<file path="config.mk">
export PLATFORM = sky130hd
export DESIGN_NAME = mem_ctrl_flat
export DESIGN_NICKNAME = d
export VERILOG_FILES = /design/src/rtl/mem_ctrl_if.sv /design/src/rtl/mem_ctrl.sv /design/src/flat_wrapper.sv
export SDC_FILE = /design/constraint.sdc
export NUM_CORES = 1
export LEC_CHECK = 0
export BUFFER_PORTS_ARGS = -buffer_cell sky130_fd_sc_hd__buf_2
export CAP_MARGIN = 20
export CORE_MARGIN = 10
export CORE_UTILIZATION = 47
export CTS_CLUSTER_DIAMETER = 80
export CTS_CLUSTER_SIZE = 30
export DETAILED_ROUTE_END_ITERATION = 8
export GPL_TIMING_DRIVEN = 1
export HOLD_SLACK_MARGIN = 0.03
export PLACE_DENSITY_LB_ADDON = 0.25
export SETUP_SLACK_MARGIN = 0.15
export SYNTH_ARGS = -nofsm -noshare
export SYNTH_HDL_FRONTEND = slang
export SYNTH_SLANG_ARGS = --single-unit
</file>
<file path="constraint.sdc">
create_clock -name clk_i -period 1.8 [get_ports clk_i]
set_input_delay 0 -clock clk_i [delete_from_list [all_inputs] [get_ports clk_i]]
set_output_delay 0 -clock clk_i [all_outputs]
set_load 0.03 [all_outputs]
</file>
<file path="src/rtl/mem_ctrl_if.sv">
// ============================================================================
// Module      : mem_ctrl_if
// Description : Signal bundle for the BRAM initiator-side controller.
//               Groups the core request/response streams, the clear/busy
//               control pair and the BRAM port into one interface.
//   slave  modport : controller view (drives ready/response/BRAM port)
//   master modport : environment view (core + BRAM drive the rest)
// Signals:
//   req_valid_i / req_ready_o        request handshake
//   req_we_i, req_addr_i[13:0],
//   req_wdata_i[31:0]                request payload (1 = write)
//   rsp_valid_o / rsp_ready_i        read response handshake
//   rsp_rdata_o[31:0]                read data (FIFO head)
//   clear_i / busy_o                 zero-fill start pulse / in-progress flag
//   bram_en_o, bram_we_o,
//   bram_addr_o[13:0], bram_d_o[31:0] BRAM port command
//   bram_d_i[31:0]                   BRAM registered read data
// Revision    : 1.0 - initial release
// ============================================================================
`default_nettype none

interface mem_ctrl_if;
  logic        req_valid_i;
  logic        req_ready_o;
  logic        req_we_i;
  logic [13:0] req_addr_i;
  logic [31:0] req_wdata_i;
  logic        rsp_valid_o;
  logic        rsp_ready_i;
  logic [31:0] rsp_rdata_o;
  logic        clear_i;
  logic        busy_o;
  logic        bram_en_o;
  logic        bram_we_o;
  logic [13:0] bram_addr_o;
  logic [31:0] bram_d_o;
  logic [31:0] bram_d_i;

  modport slave (
    input  req_valid_i, req_we_i, req_addr_i, req_wdata_i,
    input  rsp_ready_i, clear_i, bram_d_i,
    output req_ready_o, rsp_valid_o, rsp_rdata_o, busy_o,
    output bram_en_o, bram_we_o, bram_addr_o, bram_d_o
  );

  modport master (
    output req_valid_i, req_we_i, req_addr_i, req_wdata_i,
    output rsp_ready_i, clear_i, bram_d_i,
    input  req_ready_o, rsp_valid_o, rsp_rdata_o, busy_o,
    input  bram_en_o, bram_we_o, bram_addr_o, bram_d_o
  );
endinterface

`default_nettype wire

</file>
<file path="src/rtl/mem_ctrl.sv">
// ============================================================================
// Module      : mem_ctrl
// Description : Initiator-side controller for a single-port 32-bit BRAM.
//               Converts a valid/ready read/write request stream into BRAM
//               port cycles, returns read data through a response FIFO so
//               core backpressure never loses data, and offers a hardware
//               zero-fill sequence of MEM_WORDS words.
// Ports:
//   clk_i   : clock, all logic on the rising edge
//   rst_ni  : synchronous active-low reset
//   bus     : mem_ctrl_if.slave (request, response, clear/busy, BRAM port)
// Parameters:
//   MEM_WORDS : words swept by the clear sequence
//   RSP_DEPTH : response FIFO entries (>= 3 for one read per cycle)
// Revision    : 1.0 - initial release
// ============================================================================
`default_nettype none

module mem_ctrl #(
  parameter int MEM_WORDS = 64,
  parameter int RSP_DEPTH = 4
) (
  input  logic        clk_i,
  input  logic        rst_ni,
  mem_ctrl_if.slave   bus
);

  localparam int c_ptr_w = (RSP_DEPTH > 1) ? $clog2(RSP_DEPTH) : 1;
  localparam int c_cnt_w = $clog2(RSP_DEPTH + 1);

  localparam logic [13:0]        c_last_addr = 14'(MEM_WORDS - 1);
  localparam logic [c_cnt_w:0]   c_depth     = (c_cnt_w + 1)'(RSP_DEPTH);
  localparam logic [c_ptr_w-1:0] c_last_ptr  = c_ptr_w'(RSP_DEPTH - 1);
  localparam logic [c_ptr_w-1:0] c_ptr_one   = c_ptr_w'(1);
  localparam logic [c_cnt_w-1:0] c_cnt_one   = c_cnt_w'(1);

  typedef enum logic [0:0] {
    IDLE  = 1'b0,
    CLEAR = 1'b1
  } state_t;

  state_t r_state;
  state_t w_state_next;

  logic                r_inflight;
  logic [c_cnt_w-1:0]  r_count;
  logic [c_ptr_w-1:0]  r_wr_ptr;
  logic [c_ptr_w-1:0]  r_rd_ptr;
  logic [13:0]         r_clr_cnt;
  logic [31:0]         r_fifo [RSP_DEPTH];

  logic                w_req_ready;
  logic                w_accept;
  logic                w_read_issue;
  logic                w_bram_en;
  logic                w_bram_we;
  logic [13:0]         w_bram_addr;
  logic [31:0]         w_bram_d;
  logic                w_busy;
  logic                w_rsp_valid;
  logic                w_push;
  logic                w_pop;
  logic [c_cnt_w:0]    w_occupancy;
  logic                w_credit_ok;

  // Credits: entries already queued plus the read whose data is still in the
  // BRAM pipeline must leave room, so a push can never hit a full FIFO.
  assign w_occupancy = {1'b0, r_count} + {{c_cnt_w{1'b0}}, r_inflight};
  assign w_credit_ok = (w_occupancy < c_depth);

  assign w_rsp_valid = (r_count != '0);
  assign w_push      = r_inflight;
  assign w_pop       = w_rsp_valid && bus.rsp_ready_i;

  // --------------------------------------------------------------------------
  // Next-state and BRAM port decode
  // --------------------------------------------------------------------------
  always_comb begin
    w_state_next = r_state;
    w_req_ready  = 1'b0;
    w_accept     = 1'b0;
    w_bram_en    = 1'b0;
    w_bram_we    = 1'b0;
    w_bram_addr  = '0;
    w_bram_d     = '0;
    w_busy       = 1'b0;

    case (r_state)
      IDLE: begin
        // clear_i wins over a simultaneous request; the request waits until
        // the sweep is over.
        w_req_ready = w_credit_ok && !bus.clear_i;
        w_accept    = bus.req_valid_i && w_req_ready;
        if (w_accept) begin
          w_bram_en   = 1'b1;
          w_bram_we   = bus.req_we_i;
          w_bram_addr = bus.req_addr_i;
          w_bram_d    = bus.req_wdata_i;
        end
        if (bus.clear_i) begin
          w_state_next = CLEAR;
        end
      end
      CLEAR: begin
        w_busy      = 1'b1;
        w_bram_en   = 1'b1;
        w_bram_we   = 1'b1;
        w_bram_addr = r_clr_cnt;
        w_bram_d    = '0;
        if (r_clr_cnt == c_last_addr) begin
          w_state_next = IDLE;
        end
      end
      default: begin
        w_state_next = IDLE;
      end
    endcase

    // Nothing may reach the BRAM or the core while reset is held.
    if (!rst_ni) begin
      w_req_ready = 1'b0;
      w_accept    = 1'b0;
      w_bram_en   = 1'b0;
      w_bram_we   = 1'b0;
    end
  end

  assign w_read_issue = w_accept && !bus.req_we_i;

  // --------------------------------------------------------------------------
  // State, credit and FIFO bookkeeping
  // --------------------------------------------------------------------------
  always_ff @(posedge clk_i) begin
    if (!rst_ni) begin
      r_state    <= IDLE;
      r_inflight <= 1'b0;
      r_count    <= '0;
      r_wr_ptr   <= '0;
      r_rd_ptr   <= '0;
      r_clr_cnt  <= '0;
    end else begin
      r_state    <= w_state_next;
      r_inflight <= w_read_issue;

      if (w_push) begin
        r_wr_ptr <= (r_wr_ptr == c_last_ptr) ? '0 : r_wr_ptr + c_ptr_one;
      end
      if (w_pop) begin
        r_rd_ptr <= (r_rd_ptr == c_last_ptr) ? '0 : r_rd_ptr + c_ptr_one;
      end

      case ({w_push, w_pop})
        2'b10:   r_count <= r_count + c_cnt_one;
        2'b01:   r_count <= r_count - c_cnt_one;
        default: r_count <= r_count;
      endcase

      if (r_state == CLEAR) begin
        r_clr_cnt <= (r_clr_cnt == c_last_addr) ? '0 : r_clr_cnt + 14'd1;
      end
    end
  end

  // FIFO storage needs no reset; occupancy is tracked by r_count. Data from
  // a read that was in flight when reset arrived is dropped here.
  always_ff @(posedge clk_i) begin
    if (rst_ni && w_push) begin
      r_fifo[r_wr_ptr] <= bus.bram_d_i;
    end
  end

  assign bus.req_ready_o = w_req_ready;
  assign bus.rsp_valid_o = w_rsp_valid;
  assign bus.rsp_rdata_o = r_fifo[r_rd_ptr];
  assign bus.busy_o      = w_busy;
  assign bus.bram_en_o   = w_bram_en;
  assign bus.bram_we_o   = w_bram_we;
  assign bus.bram_addr_o = w_bram_addr;
  assign bus.bram_d_o    = w_bram_d;

endmodule

`default_nettype wire

</file>
<file path="src/flat_wrapper.sv">
// flat-port wrapper written by rule: the top's interface ports become plain ports
module mem_ctrl_flat 
#(
  parameter int MEM_WORDS = 64,
  parameter int RSP_DEPTH = 4
)
  (clk_i, rst_ni, bus_req_valid_i, bus_req_we_i, bus_req_addr_i, bus_req_wdata_i, bus_rsp_ready_i, bus_clear_i, bus_bram_d_i, bus_req_ready_o, bus_rsp_valid_o, bus_rsp_rdata_o, bus_busy_o, bus_bram_en_o, bus_bram_we_o, bus_bram_addr_o, bus_bram_d_o);
  mem_ctrl_if bus_i ();
  input  logic clk_i;
  input  logic rst_ni;
  input wire logic [$bits(bus_i.req_valid_i)-1:0] bus_req_valid_i;
  input wire logic [$bits(bus_i.req_we_i)-1:0] bus_req_we_i;
  input wire logic [$bits(bus_i.req_addr_i)-1:0] bus_req_addr_i;
  input wire logic [$bits(bus_i.req_wdata_i)-1:0] bus_req_wdata_i;
  input wire logic [$bits(bus_i.rsp_ready_i)-1:0] bus_rsp_ready_i;
  input wire logic [$bits(bus_i.clear_i)-1:0] bus_clear_i;
  input wire logic [$bits(bus_i.bram_d_i)-1:0] bus_bram_d_i;
  output wire logic [$bits(bus_i.req_ready_o)-1:0] bus_req_ready_o;
  output wire logic [$bits(bus_i.rsp_valid_o)-1:0] bus_rsp_valid_o;
  output wire logic [$bits(bus_i.rsp_rdata_o)-1:0] bus_rsp_rdata_o;
  output wire logic [$bits(bus_i.busy_o)-1:0] bus_busy_o;
  output wire logic [$bits(bus_i.bram_en_o)-1:0] bus_bram_en_o;
  output wire logic [$bits(bus_i.bram_we_o)-1:0] bus_bram_we_o;
  output wire logic [$bits(bus_i.bram_addr_o)-1:0] bus_bram_addr_o;
  output wire logic [$bits(bus_i.bram_d_o)-1:0] bus_bram_d_o;
  assign bus_i.req_valid_i = bus_req_valid_i;
  assign bus_i.req_we_i = bus_req_we_i;
  assign bus_i.req_addr_i = bus_req_addr_i;
  assign bus_i.req_wdata_i = bus_req_wdata_i;
  assign bus_i.rsp_ready_i = bus_rsp_ready_i;
  assign bus_i.clear_i = bus_clear_i;
  assign bus_i.bram_d_i = bus_bram_d_i;
  assign bus_req_ready_o = bus_i.req_ready_o;
  assign bus_rsp_valid_o = bus_i.rsp_valid_o;
  assign bus_rsp_rdata_o = bus_i.rsp_rdata_o;
  assign bus_busy_o = bus_i.busy_o;
  assign bus_bram_en_o = bus_i.bram_en_o;
  assign bus_bram_we_o = bus_i.bram_we_o;
  assign bus_bram_addr_o = bus_i.bram_addr_o;
  assign bus_bram_d_o = bus_i.bram_d_o;
  mem_ctrl #(.MEM_WORDS(MEM_WORDS), .RSP_DEPTH(RSP_DEPTH)) u_core (.clk_i(clk_i), .rst_ni(rst_ni), .bus(bus_i));
endmodule
</file>
# Yosys cells after proc, flatten, opt, wreduce, memory -nomap -nowiden
# Memory sizes are Yosys's and may differ from the RTL's. A register that Yosys moved wholly into a read port is not among the register bits.
# Index checks and enable logic that the tools add are counted.
# word_totals
regBits	23
latchBits	0
mem_bits_rw	128
in_bits	84
n_memories	1
romBits	0
out_inout_bits	83
# classes
eq_ne	5
n_bitwise	1
reduce_logical	9
multipliers	0
addsub	6
div	0
shifts	0
n_mux	26
magnitude_cmp	1
# mem_list
memory	depth	width	read_ports	rd_ports_with_merged_regs	write_ports	line	rtl
u_core.r_fifo	4	32	1	1	1	mem_ctrl.sv:50	logic [31:0] r_fifo [RSP_DEPTH];
# op_table
op	count
32-bit case mux with 2 select lines	1
32-bit two-way mux	1
14-bit two-way mux	2
14-bit case mux with 2 select lines	1
14-bit by 1-bit adder with 14-bit output, second input constant	1
14-bit by 6-bit == test with 1-bit output, second input constant	1
1-bit two-way mux	13
2-bit two-way mux	4
2-bit == test, second input constant	3
1-bit case mux with 2 select lines	3
3-bit case mux with 2 select lines	1
1-bit logical AND	5
2-bit by 1-bit adder with 2-bit output, second input constant	2
3-bit by 1-bit adder with 4-bit output	1
4-bit by 3-bit < comparator with 1-bit output, second input constant	1
3-bit by 1-bit adder with 3-bit output, second input constant	1
3-bit nonzero test	1
3-bit by 1-bit subtractor with 3-bit output, second input constant	1
2-bit by 1-bit == test with 1-bit output, second input constant	1
1-bit logical NOT	2
2-bit nonzero test	1
1-bit inverter	1

# Depth between registers and ports, before layout
# depth
depth_word	7
mapped_depth	9
ltp_nobuf	9

# Worst setup path after synthesis
# OpenSTA, ideal clock, no wires.
# synth_path
path_kind	register to register
startpoint	register u_core.r_count[0]
endpoint	register u_core.r_count[2]
path_buffers	0
path_stages_with_launch	10
setup_time_ns	0.076
arrival_ns	2.024
path_slack_ns	-0.299
required_time_ns	1.724
cell_sequence	dfxtp_1 -> or3_1 -> nand2_1 -> inv_1 -> ha_1 -> inv_1 -> fa_1 -> xor2_1 -> or3_1 -> a21boi_0
# synth_via
elab_chain_len	4
word_cells_on_any_way	8
# synth_rtl
item	line	rtl
start, declared	mem_ctrl.sv:46	logic [c_cnt_w-1:0] r_count;
start signal, assigned	mem_ctrl.sv:153	2'b10: r_count <= r_count + c_cnt_one;
start signal, assigned	mem_ctrl.sv:154	2'b01: r_count <= r_count - c_cnt_one;
start signal, assigned	mem_ctrl.sv:155	default: r_count <= r_count;
3-bit nonzero test *	mem_ctrl.sv:71	assign w_rsp_valid = (r_count != '0);
via bus_rsp_valid_o	flat_wrapper.sv:19	output wire logic [$bits(bus_i.rsp_valid_o)-1:0] bus_rsp_valid_o;
1-bit logical AND *	mem_ctrl.sv:73	assign w_pop = w_rsp_valid && bus.rsp_ready_i;
2-bit by 1-bit == test with 1-bit output or 2-bit == test (tied branches)	mem_ctrl.sv:152	case ({w_push, w_pop})
3-bit case mux with 2 select lines or 2-bit nonzero test (tied branches)	--	
# The timed path passes the listed nets; every way through them passes the cells marked *.
# A chain may end at the register's enable or synchronous reset.

# Worst setup path in the final report
# layout_path
startpoint	register u_core.r_count[0]
endpoint	output bus_bram_addr_o[0]
# layout_via
elab_chain_len	6
# layout_rtl
item	line	rtl
3-bit by 1-bit adder with 4-bit output	mem_ctrl.sv:68	assign w_occupancy = {1'b0, r_count} + {{c_cnt_w{1'b0}}, r_inflight};
4-bit by 3-bit < comparator with 1-bit output	mem_ctrl.sv:69	assign w_credit_ok = (w_occupancy < c_depth);
1-bit logical AND	mem_ctrl.sv:92	w_req_ready = w_credit_ok && !bus.clear_i;
1-bit logical AND	mem_ctrl.sv:93	w_accept = bus.req_valid_i && w_req_ready;
14-bit two-way mux	mem_ctrl.sv:94	if (w_accept) begin
14-bit case mux with 2 select lines	mem_ctrl.sv:88	case (r_state)
end, declared	flat_wrapper.sv:24	output wire logic [$bits(bus_i.bram_addr_o)-1:0] bus_bram_addr_o;
# No other way between the ends.

==> out/summary.txt <==
Area Growth Syn to Fin: 54.5%
Fin. Hold Viols: 0
Core footprint: 0.0131 mm²
Gp weighted congestion: 0.803
Crit path kind: reg2out
Fin nets: 726
Worst Path Arrival: 1.97 ns
Fmax: 0.507 GHz
Rel. slew slack: 65.7%
Routed Antenna Nets: 0
Worst path slowest cell: dfxtp_2
Final Power: 0.00858 W
CTS Buffer Depth: 2
GRT Util Overall: 17.7%
Post-Syn Nets: 479
Max-slew violations: 0
DIE HEIGHT: 135 µm
Clk Latency, worst-skew pair: 0.40 ns
Area leader, netlist: edfxtp_1
Worst VDD drop: 604 µV
Worst Hold Class: in2reg
Largest net degree at the start of global routing: 33
Total CTS buffers: 17
Initial antenna violation count: 0
Placed Area: 0.00753 mm²
Routed wire length: 16.5 mm
Most common cell in the netlist: edfxtp_1
Max_cap viols: 0
H-tree Lvls: 4
Failing checks: negative setup slack
Clk pin slew, worst setup/hold paths: 0.06 ns
Worst r2r dst: u_core.r_clr_cnt[13]
Status: finished, violations left
Vias after detailed routing: 4,288
Synth Register Bits: 153
Vias in the first global route: 4,819
Residual DRC count: 0
Clock Skew: 0.00547 ns
Slew of the pin with the lowest slew margin: 0.515 ns
Netlist cell types: 36
DR vias/cell: 5.21
HPWL Detailed: 10.1 mm
CP Buf/Inv Count: 3
Syn Area/Cell: 16.1 µm²
CTS tree: done
# IOs: 167
Internal reg-to-reg setup slack: -0.15 ns
Fin crit share: 110%
Post-synthesis sequential area ratio: 69.6%
Setup ws final: -0.172 ns
Die area: 0.0183 mm²
Detailed Route Iter0 Violations: 238
FFs w/ async S/R, synth: 0%
Area share of the leading cell type in the synthesized netlist: 61.6%
CP cell instances: buf_6, a31oi_4, and3b_2, buf_4, and2_4, a22o_1, buf_6
Num rows: 42
Ys flop type: edfxtp_1
PwrDens: 890 mW/mm²
Hold path cells: 3
Min cycle time layout: 1.97 ns
Crit Path Max Fanout: 3
Leakage: 3.63 nW
Synth top cells by count: edfxtp_1, and3_1, nand2_1
Top cells by area, synth: edfxtp_1, mux4_2, dfxtp_1, and3_1, nand2_1
Post-synthesis cell count: 387
RSZ-0062 raised after global routing: yes
Die X: 135 µm
EDFF count, synth: 128
Wire per inst: 20.0 µm
Worst r2r src: u_core.r_clr_cnt[11]
Root buf cell: clkbuf_16
Worst path max stage delay: 0.32 ns
Synthesized area: 0.00624 mm²
Clock sinks: 153
Initial Util: 47.5%
Final non-filler cell area: 0.00964 mm²
WHS Endpoint: u_core.r_count[2]
YS warnings: 0
First-pass GRT wire length: 25.4 mm
Setup-failing EPs final: 63
# diodes: 0
Layout cells sized above 1: 54.7%
Hold Startpoint: rst_ni
Most Frequent Cell on Critical Path: buf_6
Critical Path RT: 1.80 ns
Gr ovfl total: 0
CP startpoint kind: flip-flop
Worst setup EP type: primary output
CP top delay family: buffers and inverters
Cells on worst reg2reg path: 5
Port bufs: 166
DRT Pass-1 Iters: 6
==> final cells by class <==
| type | count | area [µm²] |
|---|---|---|
| multi-input combinational | 201 | 2090 |
| sequential | 153 | 4360 |
| tap | 176 | 220 |
| clock inverter | 11 | 170 |
| fill | 810 | 3490 |
| timing repair buffer | 251 | 2330 |
| inverter | 10 | 37.5 |
| clock buffer | 21 | 440 |
==> routing by layer <==
| metal | routed length (µm) | vias to the layer above | GRT usage, % |
|---|---|---|---|
| met1 | 6450 | 2116 | 19.9 |
| met3 | 1310 | 13 | 6.79 |
| li1 | - | 1992 | - |
| met4 | 166 | 0 | 4.49 |
| met5 | 0 | - | 0 |
| met2 | 8530 | 167 | 31.1 |
==> worst max path at each step <==
stage	from	end	slack [ns]	cells after the start
finish	u_core.r_count[0]	bus_bram_addr_o[0]	-0.17	7
floorplan	u_core.r_clr_cnt[8]	u_core.r_clr_cnt[8]	-0.07	6
global placement	u_core.r_clr_cnt[11]	u_core.r_clr_cnt[11]	-0.10	4
detailed placement	u_core.r_clr_cnt[11]	u_core.r_clr_cnt[11]	-0.15	4
global route	u_core.r_count[0]	bus_bram_we_o	-0.22	8
CTS	u_core.r_count[0]	bus_bram_we_o	-0.10	8
==> sequential cells by signal (all words and copies together), names as in the netlist, named ones only <==
signal,cells
u_core.r_fifo,128
u_core.r_clr_cnt,14
u_core.r_count,3
u_core.r_rd_ptr,2
u_core.r_wr_ptr,2
u_core.r_inflight,1
u_core.r_state,1
==> per-stage QoR <==
step / TNS [ns] / setup slack [ns] / hold WS (ns) / util (%) / std cells
6_report: -5.96 / -0.172 / 0.114 / 73.4 / 823
5_1_grt: -8.91 / -0.216 / 0.104 / 73.4 / 823
4_1_cts: -4.02 / -0.103 / 0.0892 / 71.0 / 818
3_5_place_dp: -1.65 / -0.148 / 0.215 / 57.3 / 735
3_3_place_gp: -1.28 / -0.102 / 0.211 / 57.3 / 735
2_1_floorplan: -0.688 / -0.0662 / 0.0989 / - / 387
==> worst min-delay path: cells and delay by family <==
kind | cells | cell delay, ns
buffers and inverters | 2 | 0.33
AOI/OAI and AO/OA | 1 | 0.13
==> cell usage in the layout (no fill, tap or decap), types with 8 or more instances in the layout <==
master         Yosys  routed
nand2_1           33      23
buf_6              2      78
dfxtp_2            0       8
buf_4              0      33
inv_1             10       8
xnor2_1           10      10
buf_2              3      87
dlygate4sd3_1      0      35
clkbuf_16          0      20
o21ai_2            0      13
nor2_4             0       9
dfxtp_1           25      16
buf_12             0       8
edfxtp_1         128     128
mux4_2            32      32
and3_4             0      21
and3_1            37      14
==> kinds of logic after synthesis <==
group	share of synthesized area, %
xor gates and xnor gates	1.96
buffers and inverters	2.28
muxes	11.7
AOI/OAI and AO/OA	2.69
and+or+nand+nor	10.1
DFF	69.6
adders and majority gates	1.72
==> report_power, final <==
group | switching (W) | internal [W] | leakage (nW) | total, W
Combinational | 0.000539 | 0.000570 | 1.98 | 0.00111
Sequential | 0.0000143 | 0.00386 | 1.36 | 0.00387
Clock | 0.00128 | 0.00232 | 0.289 | 0.00360
==> repair_timing <==
action,4_1_cts,5_1_grt
hold buffers,35,0
setup endpoints to repair,161,97
resized for setup,180,61
endpoints found under the hold margin,132,0
pin swaps,20,25
buffers inserted,10,2
gates cloned,6,3
No activity file was read; power rests on OpenSTA's default activity.
